## src/rtl/seq_pattern_gen.sv

```systemverilog
// rtl/seq_pattern_gen.sv - serial bit-pattern generator with repeat count and abort
module seq_pattern_gen #(
    parameter int PAT_W = 4,
    parameter int CNT_W = 4
) (
    input  logic             clk,
    input  logic             reset,
    input  logic             start,
    input  logic             abort,
    input  logic [PAT_W-1:0] pattern,
    input  logic [CNT_W-1:0] reps,
    output logic             dout,
    output logic             dout_valid,
    output logic             busy,
    output logic             done
);

    localparam int BCW = (PAT_W > 1) ? $clog2(PAT_W) : 1;
    localparam logic [BCW-1:0] BIT_LAST = BCW'(PAT_W - 1);

    typedef enum logic {IDLE, SHIFT} state_t;

    state_t           state_q, state_d;
    logic [PAT_W-1:0] shift_q, shift_d;
    logic [PAT_W-1:0] hold_q, hold_d;
    logic [BCW-1:0]   bit_cnt_q, bit_cnt_d;
    logic [CNT_W-1:0] reps_q, reps_d;
    logic             dout_q, dout_d;
    logic             valid_q, valid_d;
    logic             busy_q, busy_d;
    logic             done_q, done_d;

    always_ff @(posedge clk) begin
        if (reset) begin
            state_q   <= IDLE;
            shift_q   <= '0;
            hold_q    <= '0;
            bit_cnt_q <= '0;
            reps_q    <= '0;
            dout_q    <= 1'b0;
            valid_q   <= 1'b0;
            busy_q    <= 1'b0;
            done_q    <= 1'b0;
        end else begin
            state_q   <= state_d;
            shift_q   <= shift_d;
            hold_q    <= hold_d;
            bit_cnt_q <= bit_cnt_d;
            reps_q    <= reps_d;
            dout_q    <= dout_d;
            valid_q   <= valid_d;
            busy_q    <= busy_d;
            done_q    <= done_d;
        end
    end

    // Outputs are computed for the cycle after the edge; bit_cnt_q indexes the bit now on dout.
    always_comb begin
        state_d   = state_q;
        shift_d   = shift_q;
        hold_d    = hold_q;
        bit_cnt_d = bit_cnt_q;
        reps_d    = reps_q;
        dout_d    = 1'b0;
        valid_d   = 1'b0;
        busy_d    = 1'b0;
        done_d    = 1'b0;
        case (state_q)
            IDLE: begin
                if (start && !abort && (reps != '0)) begin
                    state_d   = SHIFT;
                    hold_d    = pattern;
                    shift_d   = pattern << 1;
                    bit_cnt_d = '0;
                    reps_d    = reps;
                    dout_d    = pattern[PAT_W-1];
                    valid_d   = 1'b1;
                    busy_d    = 1'b1;
                end
            end
            SHIFT: begin
                if (abort) begin
                    state_d   = IDLE;
                    bit_cnt_d = '0;
                    reps_d    = '0;
                end else if (bit_cnt_q == BIT_LAST) begin
                    if (reps_q > CNT_W'(1)) begin
                        reps_d    = reps_q - CNT_W'(1);
                        bit_cnt_d = '0;
                        shift_d   = hold_q << 1;
                        dout_d    = hold_q[PAT_W-1];
                        valid_d   = 1'b1;
                        busy_d    = 1'b1;
                    end else begin
                        state_d   = IDLE;
                        bit_cnt_d = '0;
                        reps_d    = '0;
                        done_d    = 1'b1;
                    end
                end else begin
                    bit_cnt_d = bit_cnt_q + BCW'(1);
                    shift_d   = shift_q << 1;
                    dout_d    = shift_q[PAT_W-1];
                    valid_d   = 1'b1;
                    busy_d    = 1'b1;
                end
            end
            default: state_d = IDLE;
        endcase
    end

    assign dout       = dout_q;
    assign dout_valid = valid_q;
    assign busy       = busy_q;
    assign done       = done_q;

endmodule
```

## config.mk

```make
export PLATFORM = sky130hd
export DESIGN_NAME = seq_pattern_gen
export DESIGN_NICKNAME = d
export VERILOG_FILES = /design/src/rtl/seq_pattern_gen.sv
export SDC_FILE = /design/constraint.sdc
export NUM_CORES = 1
export LEC_CHECK = 0
export ABC_AREA = 1
export CORE_MARGIN = 4
export CORE_UTILIZATION = 39
export DETAILED_ROUTE_END_ITERATION = 6
export HOLD_SLACK_MARGIN = 0.03
export PLACE_DENSITY_LB_ADDON = 0.3
export SETUP_SLACK_MARGIN = 0.05
export SLEW_MARGIN = 15
export SYNTH_ARGS = -nofsm -noshare
export SYNTH_HDL_FRONTEND = slang
export SYNTH_SLANG_ARGS = --single-unit
```

## constraint.sdc

```tcl
create_clock -name clk -period 2.85 [get_ports clk]
set_clock_uncertainty 0.15 [all_clocks]
set_input_delay 0.57 -clock clk [delete_from_list [all_inputs] [get_ports clk]]
set_output_delay 0.57 -clock clk [all_outputs]
set_load 0.01 [all_outputs]
```

==> results of run 1 <==
flip-flops by register name (all words and copies together), names as in the netlist:
register   flops
hold_q         4
bit_cnt_q      2
reps_q         4
busy           1
dout           1
shift_q        3
done           1
per-stage QoR:
step,utilization (%),cell area (sq um),std cells
6_report,50.0,1120,175
5_1_grt,50.0,1120,175
4_1_cts,50.0,1120,175
3_5_place_dp,48.3,1080,171
3_3_place_gp,48.3,1080,171
2_1_floorplan,-,921,131
power by group:
| part | switching (mW) | internal, mW | total (mW) |
|---|---|---|---|
| logic | 0.0635 | 0.0473 | 0.111 |
| registers | 0.00931 | 0.238 | 0.248 |
| clock network | 0.0793 | 0.0780 | 0.157 |
cell families after synthesis:
kind of cell             Yosys count  share of synthesized area, %
AND/OR/NAND/NOR                   73                          39.5
AO/OA/AOI/OAI                     19                          11.3
buffers and inverters             19                          9.37
flip-flops                        16                          34.8
adder cells (fa/ha/maj)            3                          4.08
XOR/XNOR                           1                         0.951
cells in the mapped netlist (all sizes together):
cell and count:
ha 3, xor2 1, a31oi 1, nor3 1, nand3 8, o211ai 1, nand3b 2, nand2 38
a21oi 7, nand4 1, dfxtp 16, inv 16, o21ai 10, nor2 23, buf 3
layer usage:
metal / wire length, um / vias to the layer above / share of wire [%]
li1: - / 443 / -
met1: 909 / 356 / 46
met5: 0 / - / 0
met4: 11 / 0 / 0.56
met3: 87 / 3 / 4.4
met2: 953 / 16 / 49
final cells by class:
class | instances | area (sq um) | area share (%)
Multi-Input combinational cell | 96 | 514 | 46.1
Sequential cell | 16 | 320 | 28.7
Timing Repair Buffer | 15 | 150 | 13.5
Inverter | 16 | 60.1 | 5.38
Clock buffer | 4 | 36.3 | 3.25
Tap cell | 28 | 35.0 | 3.14
worst max path at each step:
stage                         start                     end  slack (ns)
floorplan                   reps[3]  reps_q[0]$_SDFFE_PP0P_        1.45
global placement              abort  reps_q[2]$_SDFFE_PP0P_        0.85
finish              busy$_SDFF_PP0_              dout_valid        0.83
CTS                 busy$_SDFF_PP0_              dout_valid        0.83
global route        busy$_SDFF_PP0_              dout_valid        0.75
detailed placement            abort  reps_q[1]$_SDFFE_PP0P_        0.80
==> results.json, run 1 <==
{
  "outcome": "complete, no violations",
  "diodes": 0,
  "hold_path_end": "hold_q[2]$_SDFFE_PP0P_",
  "cts_buffers": 3,
  "grt_use_met3_pct": 5.52,
  "met1_usage_pct": 15.0,
  "syn_inst": 131,
  "cp_slowest_stage_delay_ns": 0.57,
  "worstReg2RegEnd": "reps_q[3]$_SDFFE_PP0P_",
  "path_clk_slew_ns": 0.10,
  "hold_buffers": 0,
  "cp_max_fo": 6,
  "drt_iter0_drc": 13,
  "io-pin-count": 16,
  "path_cells": "clkdlybuf4s50_1",
  "postCtsSetupBuffers": 0,
  "slew_headroom_pct": 72.9,
  "grt_pass1_vias": 815,
  "fmax_mhz": 495,
  "r2r_setup_slack_ns": 1.27,
  "vias_per_cell": 4.67,
  "cts_tree": "done",
  "synth_top_area_share_pct": 34.8,
  "crit_buf_inv": 1,
  "grt_usage_pct": 13.3,
  "synth_top_area_cell": "dfxtp_1",
  "cp_slowest_cell": "clkdlybuf4s50_1",
  "synth_area_leaders": "dfxtp_1 (35%), nand2_1 (13%), nor2_1 (8.6%)",
  "root_buffer": "clkbuf_4",
  "yosysSeqAreaShare_pct": 34.8,
  "fp.coreArea_sq_mm": 0.00223,
  "min_path_cells": 2,
  "cp-end-kind": "output port",
  "cp-start-kind": "register",
  "hold-worst-slack_ns": 0.308,
  "layout.cells.most_common": "nand2_1",
  "dp_hpwl_um": 1490,
  "rows": 17,
  "die_x_um": 56.6,
  "power.total_mw": 0.516,
  "crit_family": "buffers and inverters",
  "hp-start": "hold_q[2]$_SDFFE_PP0P_",
  "mostFrequentLayoutCells": "nand2_1 (32), nor2_1 (21), dfxtp_1 (16)",
  "path_class": "reg2out",
  "cts.sinks": 16,
  "yosys.cell_types.count": 23,
  "die_h_um": 56.6,
  "clk_latency_ns": 0.30,
  "r2r_cells": 7,
  "slew_violations": 0,
  "r2r_start": "reps_q[0]$_SDFFE_PP0P_",
  "synth_seq_cells": 16,
  "drive_above_1_share_pct": 10.9,
  "use_met2_pct": 23.1,
  "firstDrtPassIters": 4,
  "fin_crit_sh_pct": 70.8,
  "power.leakage_nw": 0.518,
  "worst_ep_required_time_ns": 2.13,
  "hold_path.class": "reg2reg",
  "cts_buffer_depth": 2,
  "ant_nets": 0,
  "setup_viol": 0,
  "drv_cap": 0,
  "wl_um": 1960,
  "cts_resized": 0,
  "grt_most_used_layer": "met2",
  "vias": 818,
  "port_buffers": 15,
  "rsz0062_at_grt": "no",
  "gp_congestion": 0.777,
  "fin_tns_setup_ns": 0,
  "ys_warn_count": 0,
  "area_growth_pct": 21.2,
  "tightest_slew_ns": 0.406,
  "grt_pass1_wl_um": 3390,
  "synthesis.area_sq_um": 921,
  "h-tree-depth": 1,
  "hold_viol_final": 0,
  "cp.depth": 1,
  "finalCriticalPeriod_ns": 2.02,
  "max-vdd-ir-drop_mv": 0.285,
  "synth_area_per_cell_sq_um": 7.03,
  "start_util_pct": 41.2,
  "drc_errors": 0,
  "power.density_mw_per_mm2": 462,
  "finalNetCount": 163,
  "dieArea_sq_mm": 0.00320,
  "arrival_ns": 1.30,
  "synthesis.nets": 146,
  "dpl_worst_slack_ns": 0.795,
  "worst_slack_ns": 0.831,
  "fillers": 239,
  "grt_max_degree": 13,
  "wire_per_inst_um": 11.2,
  "antenna_found_initial": 0,
  "grt-ovfl-total": 0
}
No activity file was read; power rests on OpenSTA's default activity.
==> inputs of run 2 (changes only) <==
Clock period 2.85 ns to 1.7 ns, I/O delays scaled along.
==> run 2 against run 1 <==
Net effect:
- core utilization rose by 1.0 points
- worst hold slack worse by 0.0024 ns
- critical path depth up 6
- sequential share of layout area down 0.46 points
- die area did not move
- non-clock buffer count grew 2
- design area grew 2.0%
- clock power increased by 62%
- worst setup slack lost 0.68 ns
- largest cell class unchanged
- largest power group unchanged
- highest routed layer unchanged
==> results.json, run 2 (synthesis gave the netlist of run 1 again) <==
{
  "outcome": "complete, no violations",
  "io-pin-count": 16,
  "cp-start-kind": "register",
  "drc_errors": 0,
  "cp-end-kind": "register",
  "max-vdd-ir-drop_mv": 0.528,
  "rsz0062_at_grt": "no",
  "cts.sinks": 16,
  "power.density_mw_per_mm2": 757,
  "layout.cells.most_common": "nand2_1",
  "drv_cap": 0,
  "grt_usage_pct": 13.5,
  "fp.coreArea_sq_mm": 0.00223,
  "reg_top3": "hold_q x4, reps_q x4, shift_q x3",
  "finalNetCount": 165,
  "die_h_um": 56.6,
  "setup_viol": 0,
  "ant_nets": 0,
  "area_growth_pct": 23.6,
  "fmax_mhz": 646,
  "fillers": 232,
  "cp_slowest_stage_delay_ns": 0.34,
  "cp_slowest_cell": "dfxtp_1",
  "drive_above_1_share_pct": 13.4,
  "cts_buffer_depth": 2,
  "vias_per_cell": 4.82,
  "slew_violations": 0,
  "root_buffer": "clkbuf_4",
  "tightest_slew_ns": 0.367,
  "die_x_um": 56.6,
  "hold_viol_final": 0,
  "cts_buffers": 3,
  "cts_tree": "done",
  "port_buffers": 15,
  "fin_crit_sh_pct": 91.1,
  "h-tree-depth": 1,
  "dp_hpwl_um": 1490,
  "grt_pass1_vias": 817,
  "crit_family": "flip-flops",
  "multi_input_area_sq_um": 518,
  "grt-ovfl-total": 0,
  "grt_pass1_wl_um": 3410,
  "place_inst": 173,
  "power.leakage_nw": 0.573,
  "vias": 854,
  "hold_path.class": "reg2reg",
  "rows": 17,
  "crit_buf_inv": 1,
  "seq_area_sq_um": 322,
  "final-instance-count-excl-fill": 177,
  "firstDrtPassIters": 5,
  "clk_latency_ns": 0.29,
  "wl_um": 1950,
  "slew_headroom_pct": 75.5,
  "finalCriticalPeriod_ns": 1.55,
  "postCtsSetupBuffers": 0,
  "path_clk_slew_ns": 0.10,
  "drt_iter0_drc": 25,
  "path_cells": "inv_1 > ha_1 > o211ai_2 > nand2_4 > nand2_1 > nand2_1 > nor2_1",
  "wire_per_inst_um": 11.0,
  "worst_ep_required_time_ns": 1.78,
  "path_class": "reg2reg",
  "grt_max_degree": 13,
  "antenna_found_initial": 0,
  "mostFrequentLayoutCells": "nand2_1 (32), nor2_1 (21), dfxtp_1 (15)",
  "diodes": 0,
  "dieArea_sq_mm": 0.00320,
  "start_util_pct": 41.2,
  "power.total_mw": 0.862,
  "gp_congestion": 0.791,
  "arrival_ns": 1.63,
  "cpMostUsedCell": "nand2_1",
  "cp_max_fo": 5
}
==> run 2: changes by cell type in the layout (fill, tap and decap cells not counted), moves of 2 or more <==
cell	change
dlymetal6s2s_1	+2
dlygate4sd2_1	+2
buf_4	+2
clkdlybuf4s50_1	-4
==> run 2: where the power goes <==
part	leakage [nW]	internal, mW	switching, mW
registers	0.132	0.400	0.0149
logic	0.421	0.0820	0.110
clock network	0.0210	0.130	0.125
total	0.573	0.612	0.250
==> run 2: layout make-up <==
class                           count  area share, %
Multi-Input combinational cell     96           45.5
Timing Repair Buffer               17           14.7
Inverter                           16           5.27
Tap cell                           28           3.08
Sequential cell                    16           28.2
Clock buffer                        4           3.19
==> run 2: per-stage QoR <==
| stage | cell area (sq um) | hold WS (ns) | TNS, ns | worst slack (ns) | utilization, % |
|---|---|---|---|---|---|
| after global routing | 1140 | 0.323 | 0 | 0.0467 | 51.0 |
| final | 1140 | 0.306 | 0 | 0.151 | 51.0 |
| after CTS | 1130 | 0.309 | 0 | 0.0625 | 50.6 |
| after floorplan | 921 | 0.259 | 0 | 0.320 | - |
| after detailed placement | 1090 | 0.293 | -0.795 | -0.112 | 49.0 |
| after global placement | 1090 | 0.285 | -0.508 | -0.0701 | 49.0 |
==> run 2: worst paths after layout <==
path / end / cells past startpoint / start / slack [ns]
worst max-delay path: shift_q[3]$_SDFFE_PP0P_ / 7 / reps_q[0]$_SDFFE_PP0P_ / 0.15
worst min-delay path: hold_q[1]$_SDFFE_PP0P_ / 2 / hold_q[1]$_SDFFE_PP0P_ / 0.31
worst max register to register: shift_q[3]$_SDFFE_PP0P_ / 7 / reps_q[0]$_SDFFE_PP0P_ / 0.15
worst min register to register: hold_q[1]$_SDFFE_PP0P_ / 2 / hold_q[1]$_SDFFE_PP0P_ / 0.31
==> run 2: worst register-to-register path: cells and delay by family, from the launching register on <==
kind	cells	cell delay, ns
adders and majority gates	1	0.28
DFF	1	0.34
AOI/OAI and AO/OA	1	0.32
buffers and inverters	1	0.10
and+or+nand+nor	4	0.30
==> run 2: metal layers <==
metal | GRT usage [%] | part of all wire (%) | routed length (um)
met1 | 16.0 | 44 | 860
met2 | 22.8 | 50 | 977
met3 | 5.06 | 5.0 | 97
met4 | 3.05 | 0.67 | 13
met5 | 0 | 0 | 0
==> run 2: timing repair <==
| item | 4_1_cts | 5_1_grt |
|---|---|---|
| hold buffers | 0 | 0 |
| endpoints found under the setup margin | 2 | 6 |
| gates resized for setup | 3 | 3 |
